<file path="src/rtl/riscv_mem_pkg.sv">
// Shared types and constants for the core/DMA memory arbiter.
package riscv_mem_pkg;

    typedef enum logic [0:0] {
        IDLE      = 1'b0,
        DMA_BURST = 1'b1
    } arb_state_t;

    typedef enum logic [0:0] {
        CORE = 1'b0,
        DMA  = 1'b1
    } owner_t;

    localparam int MAX_BURST_DEFAULT = 8;

endpackage

</file>
<file path="src/rtl/rr_arb2.sv">
// Two-way round-robin pick: on a tie the port that did not own the memory last wins.
module rr_arb2
    import riscv_mem_pkg::*;
(
    input  logic       core_req_i,
    input  logic       dma_req_i,
    input  owner_t     last_owner_i,
    output logic [1:0] gnt_o          // bit 0 = core, bit 1 = DMA
);

    // One-hot grant selection
    always_comb begin
        gnt_o = 2'b00;
        if (core_req_i && dma_req_i) begin
            gnt_o = (last_owner_i == DMA) ? 2'b01 : 2'b10;
        end else if (core_req_i) begin
            gnt_o = 2'b01;
        end else if (dma_req_i) begin
            gnt_o = 2'b10;
        end else begin
            gnt_o = 2'b00;
        end
    end

endmodule

</file>
<file path="src/rtl/mem_arbiter.sv">
// Single-port memory arbiter between the core and a DMA loader, with bounded
// DMA bursts and round-robin tie breaking.
module mem_arbiter
    import riscv_mem_pkg::*;
#(
    parameter int MAX_BURST = MAX_BURST_DEFAULT,
    parameter int ADDR_W    = 32,
    parameter int DATA_W    = 32
) (
    input  logic              i_clk,
    input  logic              i_rst,
    input  logic              i_core_req,
    input  logic              i_core_we,
    input  logic [ADDR_W-1:0] i_core_addr,
    input  logic [DATA_W-1:0] i_core_wdata,
    output logic              o_core_gnt,
    output logic              o_core_rvalid,
    output logic [DATA_W-1:0] o_core_rdata,
    input  logic              i_dma_req,
    input  logic              i_dma_we,
    input  logic              i_dma_last,
    input  logic [ADDR_W-1:0] i_dma_addr,
    input  logic [DATA_W-1:0] i_dma_wdata,
    output logic              o_dma_gnt,
    output logic              o_dma_rvalid,
    output logic [DATA_W-1:0] o_dma_rdata,
    output logic              o_mem_en,
    output logic              o_mem_we,
    output logic [ADDR_W-1:0] o_mem_addr,
    output logic [DATA_W-1:0] o_mem_wdata,
    input  logic [DATA_W-1:0] i_mem_rdata
);

    localparam int CNT_W = $clog2(MAX_BURST + 1);
    localparam logic [CNT_W-1:0] BEAT_ONE = CNT_W'(1);
    localparam logic [CNT_W-1:0] BEAT_MAX = CNT_W'(MAX_BURST);

    arb_state_t       state_q, state_d;
    owner_t           last_owner_q, last_owner_d;
    logic [CNT_W-1:0] beat_q, beat_d;
    logic             core_rvalid_q, core_rvalid_d;
    logic             dma_rvalid_q, dma_rvalid_d;
    logic [1:0]       rr_gnt_s;
    logic             core_gnt_s, dma_gnt_s;

    rr_arb2 u_rr_arb2 (
        .core_req_i   (i_core_req),
        .dma_req_i    (i_dma_req),
        .last_owner_i (last_owner_q),
        .gnt_o        (rr_gnt_s)
    );

    // Grant decode: an active burst locks out the core while DMA keeps requesting
    always_comb begin
        core_gnt_s = 1'b0;
        dma_gnt_s  = 1'b0;
        if (i_rst) begin
            core_gnt_s = 1'b0;
            dma_gnt_s  = 1'b0;
        end else if (state_q == DMA_BURST && i_dma_req) begin
            dma_gnt_s = 1'b1;
        end else begin
            core_gnt_s = rr_gnt_s[0];
            dma_gnt_s  = rr_gnt_s[1];
        end
    end

    // Next state, owner tracking, beat counting and read-valid generation
    always_comb begin
        state_d       = state_q;
        beat_d        = beat_q;
        last_owner_d  = last_owner_q;
        core_rvalid_d = core_gnt_s & ~i_core_we;
        dma_rvalid_d  = dma_gnt_s & ~i_dma_we;

        if (core_gnt_s) begin
            last_owner_d = CORE;
        end else if (dma_gnt_s) begin
            last_owner_d = DMA;
        end else begin
            last_owner_d = last_owner_q;
        end

        case (state_q)
            IDLE: begin
                if (dma_gnt_s && !i_dma_last) begin
                    state_d = DMA_BURST;
                    beat_d  = BEAT_ONE;
                end else begin
                    state_d = IDLE;
                    beat_d  = '0;
                end
            end
            DMA_BURST: begin
                // The beat that reaches MAX_BURST releases the bus just like i_dma_last
                if (dma_gnt_s && !i_dma_last && (beat_q + BEAT_ONE) != BEAT_MAX) begin
                    state_d = DMA_BURST;
                    beat_d  = beat_q + BEAT_ONE;
                end else begin
                    state_d = IDLE;
                    beat_d  = '0;
                end
            end
            default: begin
                state_d = IDLE;
                beat_d  = '0;
            end
        endcase
    end

    // State registers
    always_ff @(posedge i_clk) begin
        if (i_rst) begin
            state_q       <= IDLE;
            last_owner_q  <= DMA;
            beat_q        <= '0;
            core_rvalid_q <= 1'b0;
            dma_rvalid_q  <= 1'b0;
        end else begin
            state_q       <= state_d;
            last_owner_q  <= last_owner_d;
            beat_q        <= beat_d;
            core_rvalid_q <= core_rvalid_d;
            dma_rvalid_q  <= dma_rvalid_d;
        end
    end

    // Memory port mux, zeroed when nobody holds a grant
    always_comb begin
        o_mem_en    = core_gnt_s | dma_gnt_s;
        o_mem_we    = 1'b0;
        o_mem_addr  = '0;
        o_mem_wdata = '0;
        if (core_gnt_s) begin
            o_mem_we    = i_core_we;
            o_mem_addr  = i_core_addr;
            o_mem_wdata = i_core_wdata;
        end else if (dma_gnt_s) begin
            o_mem_we    = i_dma_we;
            o_mem_addr  = i_dma_addr;
            o_mem_wdata = i_dma_wdata;
        end else begin
            o_mem_we    = 1'b0;
            o_mem_addr  = '0;
            o_mem_wdata = '0;
        end
    end

    assign o_core_gnt    = core_gnt_s;
    assign o_dma_gnt     = dma_gnt_s;
    assign o_core_rvalid = core_rvalid_q;
    assign o_dma_rvalid  = dma_rvalid_q;
    assign o_core_rdata  = i_mem_rdata;
    assign o_dma_rdata   = i_mem_rdata;

endmodule

</file>
<file path="config.mk">
export PLATFORM = sky130hd
export DESIGN_NAME = mem_arbiter
export DESIGN_NICKNAME = d
export VERILOG_FILES = /design/src/rtl/riscv_mem_pkg.sv /design/src/rtl/rr_arb2.sv /design/src/rtl/mem_arbiter.sv
export SDC_FILE = /design/constraint.sdc
export NUM_CORES = 1
export LEC_CHECK = 0
export ABC_CLOCK_PERIOD_IN_PS = 1800
export CAP_MARGIN = 0
export CORE_AREA = 2 2 115 117
export DETAILED_ROUTE_END_ITERATION = 12
export DIE_AREA = 0 0 117 119
export GPL_TIMING_DRIVEN = 0
export PLACE_DENSITY_LB_ADDON = 0.3
export SLEW_MARGIN = 20
export SYNTH_ARGS = -nofsm -noshare
export SYNTH_HDL_FRONTEND = slang
export SYNTH_HIERARCHICAL = 1
export SYNTH_SLANG_ARGS = --single-unit
</file>
<file path="constraint.sdc">
create_clock -name i_clk -period 1.8 [get_ports i_clk]
set_clock_uncertainty 0.1 [all_clocks]
set_input_delay 0.36 -clock i_clk [delete_from_list [all_inputs] [get_ports i_clk]]
set_output_delay 0.36 -clock i_clk [all_outputs]
set_load 0.05 [all_outputs]
</file>
==> results of run 1 <==
[cell usage after synthesis, drive strengths merged]
| master | number | area share |
|---|---|---|
| o31ai | 1 | 0.0048 |
| xnor2 | 2 | 0.011 |
| and3 | 1 | 0.0040 |
| a22o | 64 | 0.36 |
| o211ai | 1 | 0.0048 |
| nand2 | 4 | 0.011 |
| nor2 | 5 | 0.012 |
| a211oi | 2 | 0.0095 |
| dfxtp | 8 | 0.10 |
| ha | 1 | 0.0079 |
| nand2b | 2 | 0.0079 |
| buf | 78 | 0.39 |
| o21ai | 1 | 0.0032 |
| a31o | 1 | 0.0056 |
| or2 | 1 | 0.0040 |
| a31oi | 1 | 0.0040 |
| a21oi | 3 | 0.019 |
| a311oi | 1 | 0.0056 |
| a21boi | 2 | 0.0095 |
| nand3 | 1 | 0.0032 |
| or4b | 1 | 0.0063 |
| inv | 5 | 0.012 |
| nand3b | 1 | 0.0048 |
[where the power goes]
group          switching [mW]  internal [mW]  leakage [nW]
Sequential            0.00596          0.184        0.0658
Combinational           0.967          0.889          2.20
Clock                  0.0872          0.286        0.0370
Total                    1.06           1.36          2.30
[what timing repair did]
action | CTS | global route
buffers inserted | 5 | 5
resized for setup | 508 | 34
setup endpoints to repair | 72 | 68
gates cloned | 0 | 3
pin swaps | 3 | 2
[metrics by stage]
stage | total power [mW] | util
global placement | 1.898 | 0.3668
global route | 2.497 | 0.4056
CTS | 2.371 | 0.3884
detailed placement | 1.901 | 0.3668
finish | 2.419 | 0.4056
floorplan | 1.205 | -
[logic make-up (layout without fill, tap and decap cells)]
logic type | count (synthesis) | count (layout) | share of synthesized area
AO/OA/AOI/OAI | 77 | 77 | 0.4214
buffers and inverters | 83 | 364 | 0.4048
AND/OR/NAND/NOR | 16 | 16 | 0.05318
XOR/XNOR | 2 | 2 | 0.01111
adder cells (fa/ha/maj) | 1 | 1 | 0.007935
flip-flops | 8 | 8 | 0.1016
[flip-flops by register name (all words and copies together) (netlist names)]
| register | cells |
|---|---|
| beat_q | 4 |
| last_owner_q | 1 |
| o_dma_rvalid | 1 |
| state_q | 1 |
| o_core_rvalid | 1 |
[critical path, cell delays in order (launching register included)]
cell,delay (ps)
sky130_fd_sc_hd__dfxtp_4,370
sky130_fd_sc_hd__inv_4,40
sky130_fd_sc_hd__a21boi_4,150
sky130_fd_sc_hd__nand2b_4,160
sky130_fd_sc_hd__a21oi_4,70
sky130_fd_sc_hd__buf_12,150
sky130_fd_sc_hd__buf_6,140
sky130_fd_sc_hd__a22o_2,230
sky130_fd_sc_hd__buf_6,150
[worst max-delay path by stage]
stage | start | endpoint | slack [ps] | depth (start not counted)
final | last_owner_q$_SDFFE_PP1P_ | o_mem_wdata[20] | -350 | 8
after global routing | last_owner_q$_SDFFE_PP1P_ | o_mem_wdata[16] | -400 | 7
after CTS | last_owner_q$_SDFFE_PP1P_ | o_mem_addr[25] | -370 | 8
after detailed placement | i_dma_req | o_mem_addr[21] | -1710 | 7
after global placement | i_dma_req | o_mem_addr[21] | -1680 | 7
after floorplan | i_dma_req | o_mem_we | -200 | 5
[final cells by class]
class	instances	area, um2
inverter	5	23.77
buffer	77	664.4
tap	176	220.2
multi-input combinational	96	1117
fill	1265	7652
clock buffer	3	75.07
sequential	8	165.2
timing repair buffer	279	2957
[routing by layer]
metal,vias to the layer above,global-route usage
met5,-,0
met4,0,0.02279
met3,8,0.02646
met2,168,0.2243
met1,1152,0.1311
li1,1206,-
==> results_dict.tcl, run 1 <==
set metrics [dict create \
    reg2reg_from "beat_q[0]$_SDFF_PP0_" \
    floorplan.io_pins 301 \
    detailed_place_hpwl_mm 7.863 \
    ff2ff_setup_slack_ps 390 \
    synth-seq-area-share 0.1016 \
    hold_start "state_q$_SDFF_PP0_" \
    worstSetupStartpointType "register" \
    synth-seq-cells 8 \
    dieArea_um2 13920 \
    vdd.ir_drop.worst_uv 442.9 \
    netlist_instances 187 \
    port-buffer-count 268 \
    post_synth_num_cell_types 30 \
    initial_utilization 0.1224 \
    setup-violations-final 66 \
    grt-ovfl-total 0 \
    placementRows 42 \
    hold_viol 0 \
    crit_type "register to primary output" \
    maxCapViolations 0 \
    met2WireLength_mm 4.939 \
    post_synth_instance_area_um2 1577 \
    grt_use_total 0.1177 \
    rsz0062_at_grt "true" \
    placement.setup.worst_slack_ps -1708 \
    final.setup.worst_slack_ps -345.8 \
    placeableCoreArea_um2 12870 \
    critical_path_arrival_ps 1690 \
    worstReg2RegEnd "beat_q[3]$_SDFF_PP0_" \
    synth.net_count 355 \
    final.setup.tns_ps -21260 \
    reg2reg_depth 3 \
    final_cell_count_no_fill 644 \
    dr.first_iter.drc_count 59 \
    cts_root_buf "sky130_fd_sc_hd__clkbuf_16" \
    final_min_period_over_clock_period 1.192 \
    highest_layer "met4" \
    synth_warnings 6 \
    timing.critical_path.required_ps 1340 \
    cts_hold_bufs 0 \
    endpoint_kind "primary output" \
    first_pass_grt_wire_length_mm 13.09 \
    drc_errors 0 \
    vias_per_cell 3.935 \
    cts-htree-levels 1 \
    first_global_vias 2556 \
    drt-pass1-iter-count 4 \
    dp_cells 631 \
    drt-wirelength-per-cell_um 15.05 \
    period_minus_slack_ps 2146 \
    ant_nets 0 \
    static-leakage-power_nw 2.301 \
    die_y_um 119 \
    die_width_um 117 \
    met3_length_mm 1.116 \
    worst_pin_slew_ps 517.9 \
    tritoncts "built" \
    total_power_density_per_cell_area_nw_per_um2 463.2 \
    layout.cells.most_common "sky130_fd_sc_hd__clkdlybuf4s50_1" \
    mostFrequentLayoutCells "195 x sky130_fd_sc_hd__clkdlybuf4s50_1, 71 x sky130_fd_sc_hd__buf_4, 60 x sky130_fd_sc_hd__buf_6" \
    area_grow_syn2layout_pct 231.3 \
    gp_congestion 0.7478 \
    hold_path_class "register to register" \
    max-clock-path-buffers 2 \
    stdcell_area_um2 5223 \
    layout-drive-gt1-share 0.5150 \
    cts_inserted_buffers 3 \
    holdPathEnd "beat_q[0]$_SDFF_PP0_" \
    worstPathMaxFanout 10 \
    antenna_cells_inserted 0 \
    vias 2534 \
    clock_latency_ps 230 \
    detail_route.wirelength_mm 9.694 \
    clkTransAtPathRegs_ps 40 \
    failing_checks "negative setup slack" \
    wl_met1_mm 3.511 \
    worst_slew_margin_rel 0.6537 \
    clock-sinks 8 \
    fin_hold_ws_ps 407.7 \
    maximum_number_of_pins_on_one_net_before_global_route_repair 11 \
    cell_depth_of_the_worst_hold_path 1 \
    finalNetCount 638 \
    postSynthAreaPerCell_um2 8.431 \
    grt_antenna_before_repair 0 \
    timing.fmax_ghz 0.4660 \
    result_of_the_run "finished with violations" \
    placed_cell_area_um2 4722 \
    report.final.slew_viol_count 0 \
]
(Power assumes the default switching activity.)
==> inputs of run 2 (changes only) <==
--- a/config.mk
+++ b/config.mk
@@ -8,6 +8,7 @@
 export ABC_CLOCK_PERIOD_IN_PS = 1800
 export CAP_MARGIN = 0
 export CORE_AREA = 2 2 115 117
+export CTS_CLUSTER_DIAMETER = 40
 export DETAILED_ROUTE_END_ITERATION = 12
 export DIE_AREA = 0 0 117 119
 export GPL_TIMING_DRIVEN = 0
==> results of run 2 <==
Same layout as run 1: the final DEF is identical, and so are final timing and power.
==> edit 1: new RTL, settings of run 1 <==
Reset style: asynchronous (`i_rst`), changed in one clocked block.
--- a/src/rtl/mem_arbiter.sv
+++ b/src/rtl/mem_arbiter.sv
@@ -110,5 +110,5 @@
 
     // State registers
-    always_ff @(posedge i_clk) begin
+    always_ff @(posedge i_clk or posedge i_rst) begin
         if (i_rst) begin
             state_q       <= IDLE;
Check against the original RTL: differs if i_rst is asserted again (counterexample within 4 cycles, from zero or initial values and one cycle with i_rst high); with i_rst held inactive, the same outputs for 10 cycles.
==> edit 1 against run 1 <==
The flow still finishes with violations (negative setup slack); worst setup slack worse by 0.15 ns; total power is 26% higher; sequential cell count is the same; routed wire length rose by 5.1%; cell area increased by 11%; die area unchanged; global-route usage rose by 0.71 points; area after synthesis increased by 5.2%; critical path type unchanged; largest power group unchanged.
==> edit 1: results (changes against run 1) <==
* Met1 Use GR at 12.6% (was 13.1%)
* CP max stage cell: dfstp_2 (was dfxtp_4)
* Synthesized Nets at 367 (was 355)
* Clock-cell share at 1.35% (was 1.44%)
* Wire length on met1 at 3530 um (was 3510 um)
* # resized after CTS at 565 (was 508)
* Final-layout clock buffer total at 4 (was 3)
* Worst reg2reg path endpoint: state_q (was beat_q[3])
* Setup ws final at -0.493 ns (was -0.346 ns)
* Seq/Total Area, Yosys at 12.1% (was 10.2%)
* DP HPWL at 8000 um (was 7860 um)
* Hold/Removal Path Class: in2async (was reg2reg)
* Min Hold Slack at 0.129 ns (was 0.408 ns)
* Filler cells at 1206 (was 1265)
* Layout Nets at 663 (was 638)
* Final setup viols at 68 (was 66)
* Worst Setup SP: last_owner_q (unchanged)
* Outcome: complete, but fails checks (unchanged)
* Critical R2R Launch: beat_q[0] (unchanged)
* Top cells by area, synth: a22o_1 34%, buf_4 29%, dfrtp_1 11% (was a22o_1 36%, buf_4 30%, dfxtp_1 10%)
* Cells after DPL at 642 (was 631)
* # Post-CTS Setup Buffers at 14 (was 5)
* Repair and plain buffers at 368 (was 356)
* Non-filler cells, final at 669 (was 644)
* First-pass GRT wire length at 13900 um (was 13100 um)
* Crit Path Max Fanout at 9 (was 10)
* Failing checks: negative setup slack (unchanged)
* Critical Path End: o_mem_wdata[14] (was o_mem_wdata[20])
## edit 1: cell types whose count changed after synthesis, moves of 2 or more
cell      delta
a211oi_1     -2
a21oi_1      +2
buf_2        +4
buf_6        -5
dfrtp_1      +7
dfxtp_1      -8
o211ai_1     +2
o21ai_0      +3
## edit 1: worst register-to-register path, cell delays in order (launching register included)
cell and delay, ns:
dfrtp_1 0.46, ha_1 0.31, or3b_2 0.49, nand3_1 0.10, o21ai_0 0.08
## edit 1: cell families after synthesis
logic type | Yosys count | share of synthesized area [%]
AOI/OAI and AO/OA | 84 | 42.7
buffers and inverters | 84 | 36.7
and+or+nand+nor | 18 | 5.81
DFF | 8 | 12.1
adders and majority gates | 2 | 1.51
xor gates and xnor gates | 1 | 0.528
muxes | 1 | 0.603
## edit 1: where the power goes
| part | internal (W) | switching, W |
|---|---|---|
| clock network | 0.000295 | 0.0000891 |
| registers | 0.000198 | 0.0000157 |
| logic | 0.00121 | 0.00124 |
==> edit 2: new RTL, settings of run 1 <==
Without the edit above. `MAX_BURST_DEFAULT`: 8 -> 4.
--- a/src/rtl/riscv_mem_pkg.sv
+++ b/src/rtl/riscv_mem_pkg.sv
@@ -12,5 +12,5 @@
     } owner_t;
 
-    localparam int MAX_BURST_DEFAULT = 8;
+    localparam int MAX_BURST_DEFAULT = 4;
 
 endpackage
Function: changed (Yosys sat finds a counterexample within 10 cycles, from zero or initial values and one cycle with i_rst high).
==> edit 2 against run 1 <==
The run still ends with negative setup slack left; combinational power shrank 3%; total power decreased by 3.1%; via count decreased by 5.5%; largest cell class unchanged; area after synthesis decreased by 4.0%; global-route usage is 0.86 points lower; clock power is 1% higher; fmax down 0.92%; sequential cell count is 1 lower; core utilization is 1.7 points lower; routed wire length fell by 9.8%; worst setup slack worse by 0.020 ns; largest power group unchanged; sequential share of layout area down 0.26 points; cell area shrank 4.1%.
==> edit 2: results (changes against run 1) <==
* Outcome: complete, but fails checks (unchanged)
* Failing checks: negative setup slack (unchanged)
* Cells after DPL at 622 (was 631)
* Post-Place Cell Area at 4690 um2 (was 4720 um2)
* Commonest cells post-synth: 64 x a22o_1, 64 x buf_4, 12 x buf_6 (was 64 x a22o_1, 64 x buf_4, 11 x buf_6)
* Drt first-iter violations at 54 (was 59)
* WHS Endpoint: last_owner_q (was beat_q[0])
* Met3 WL at 1060 um (was 1120 um)
* Critical Path End: o_mem_addr[3] (was o_mem_wdata[20])
* Total GRT Usage at 10.9% (was 11.8%)
* Layout Nets at 625 (was 638)
* Top FF cell, synth: dfxtp_1 (unchanged)
* Worst slack, placed at -1.63 ns (was -1.71 ns)
* Max VDD drop at 0.000245 V (was 0.000443 V)
* Share of cells above drive strength 1 at 51.2% (was 51.5%)
* Setup ws final at -0.366 ns (was -0.346 ns)
* R2R setup slack at 0.42 ns (was 0.39 ns)
* Synthesized Nets at 347 (was 355)
* Met2 WL post-DR at 4710 um (was 4940 um)
* Top cells by area, synth: a22o_1 37%, buf_4 32%, dfxtp_1 9.3% (was a22o_1 36%, buf_4 30%, dfxtp_1 10%)
* GR Layer Usage met3 at 3.16% (was 2.65%)
* Final setup viols at 68 (was 66)
* Max reg flops at 3 (was 4)
* Hold/Removal Path Class: in2reg (was reg2reg)
* Wirelength per Cell at 13.9 um (was 15.1 um)
* Hold path start: i_dma_req (was state_q)
* Met1 Use GR at 10.6% (was 13.1%)
* Final setup TNS at -22.88 ns (was -21.26 ns)
* Unique masters post-synth at 27 (was 30)
* Syn Area/Cell at 8.51 um2 (was 8.43 um2)
* Worst reg2reg path endpoint: beat_q[1] (was beat_q[3])
* Static Leak at 2.24 nW (was 2.30 nW)
* Worst reg2reg path depth at 4 (was 3)
* # Post-CTS Setup Buffers at 2 (was 5)
* Switch Pwr at 0.00104 W (was 0.00106 W)
* Wire length on met1 at 2880 um (was 3510 um)
* Min Hold Slack at 0.377 ns (was 0.408 ns)
* First-pass GRT wire length at 12100 um (was 13100 um)
* Clock power frac at 16.1% (was 15.4%)
* DP HPWL at 7390 um (was 7860 um)
* RePlAce Congestion at 0.715 (was 0.748)
* # resized after CTS at 504 (was 508)
* Total Wirelength at 8740 um (was 9690 um)
* Vias per cell at 3.80 (was 3.93)
* Switch share at 44.2% (was 43.8%)
edit 2: cell types whose count changed in the layout (fill, tap and decap cells not counted), moves of 2 or more:
cell       change
inv_4          -2
buf_8          -7
nor2_1         -2
nand2_1        +2
inv_1          -2
buf_6          +7
buf_4          -2
clkbuf_16      -3
xnor2_1        -2
edit 2: logic make-up (layout without fill, tap and decap cells):
logic type / Yosys count / count (layout) / synth area share [%]
buffers and inverters: 80 / 357 / 41.7
and+or+nand+nor: 13 / 13 / 4.13
AOI/OAI and AO/OA: 75 / 75 / 42.6
xor gates and xnor gates: 1 / 1 / 0.579
adders and majority gates: 2 / 2 / 1.65
DFF: 7 / 7 / 9.26
edit 2: layout make-up:
type                    count  area, um2  area share [%]
clock buffers               3       75.1            1.50
multi-input cells          91       1050            21.1
clock inverters             1       5.00           0.100
well taps                 176        220            4.40
plain buffers              77        663            13.2
repair buffers            273       2830            56.5
inverters                   3       15.0           0.300
flip-flops and latches      7        145            2.90
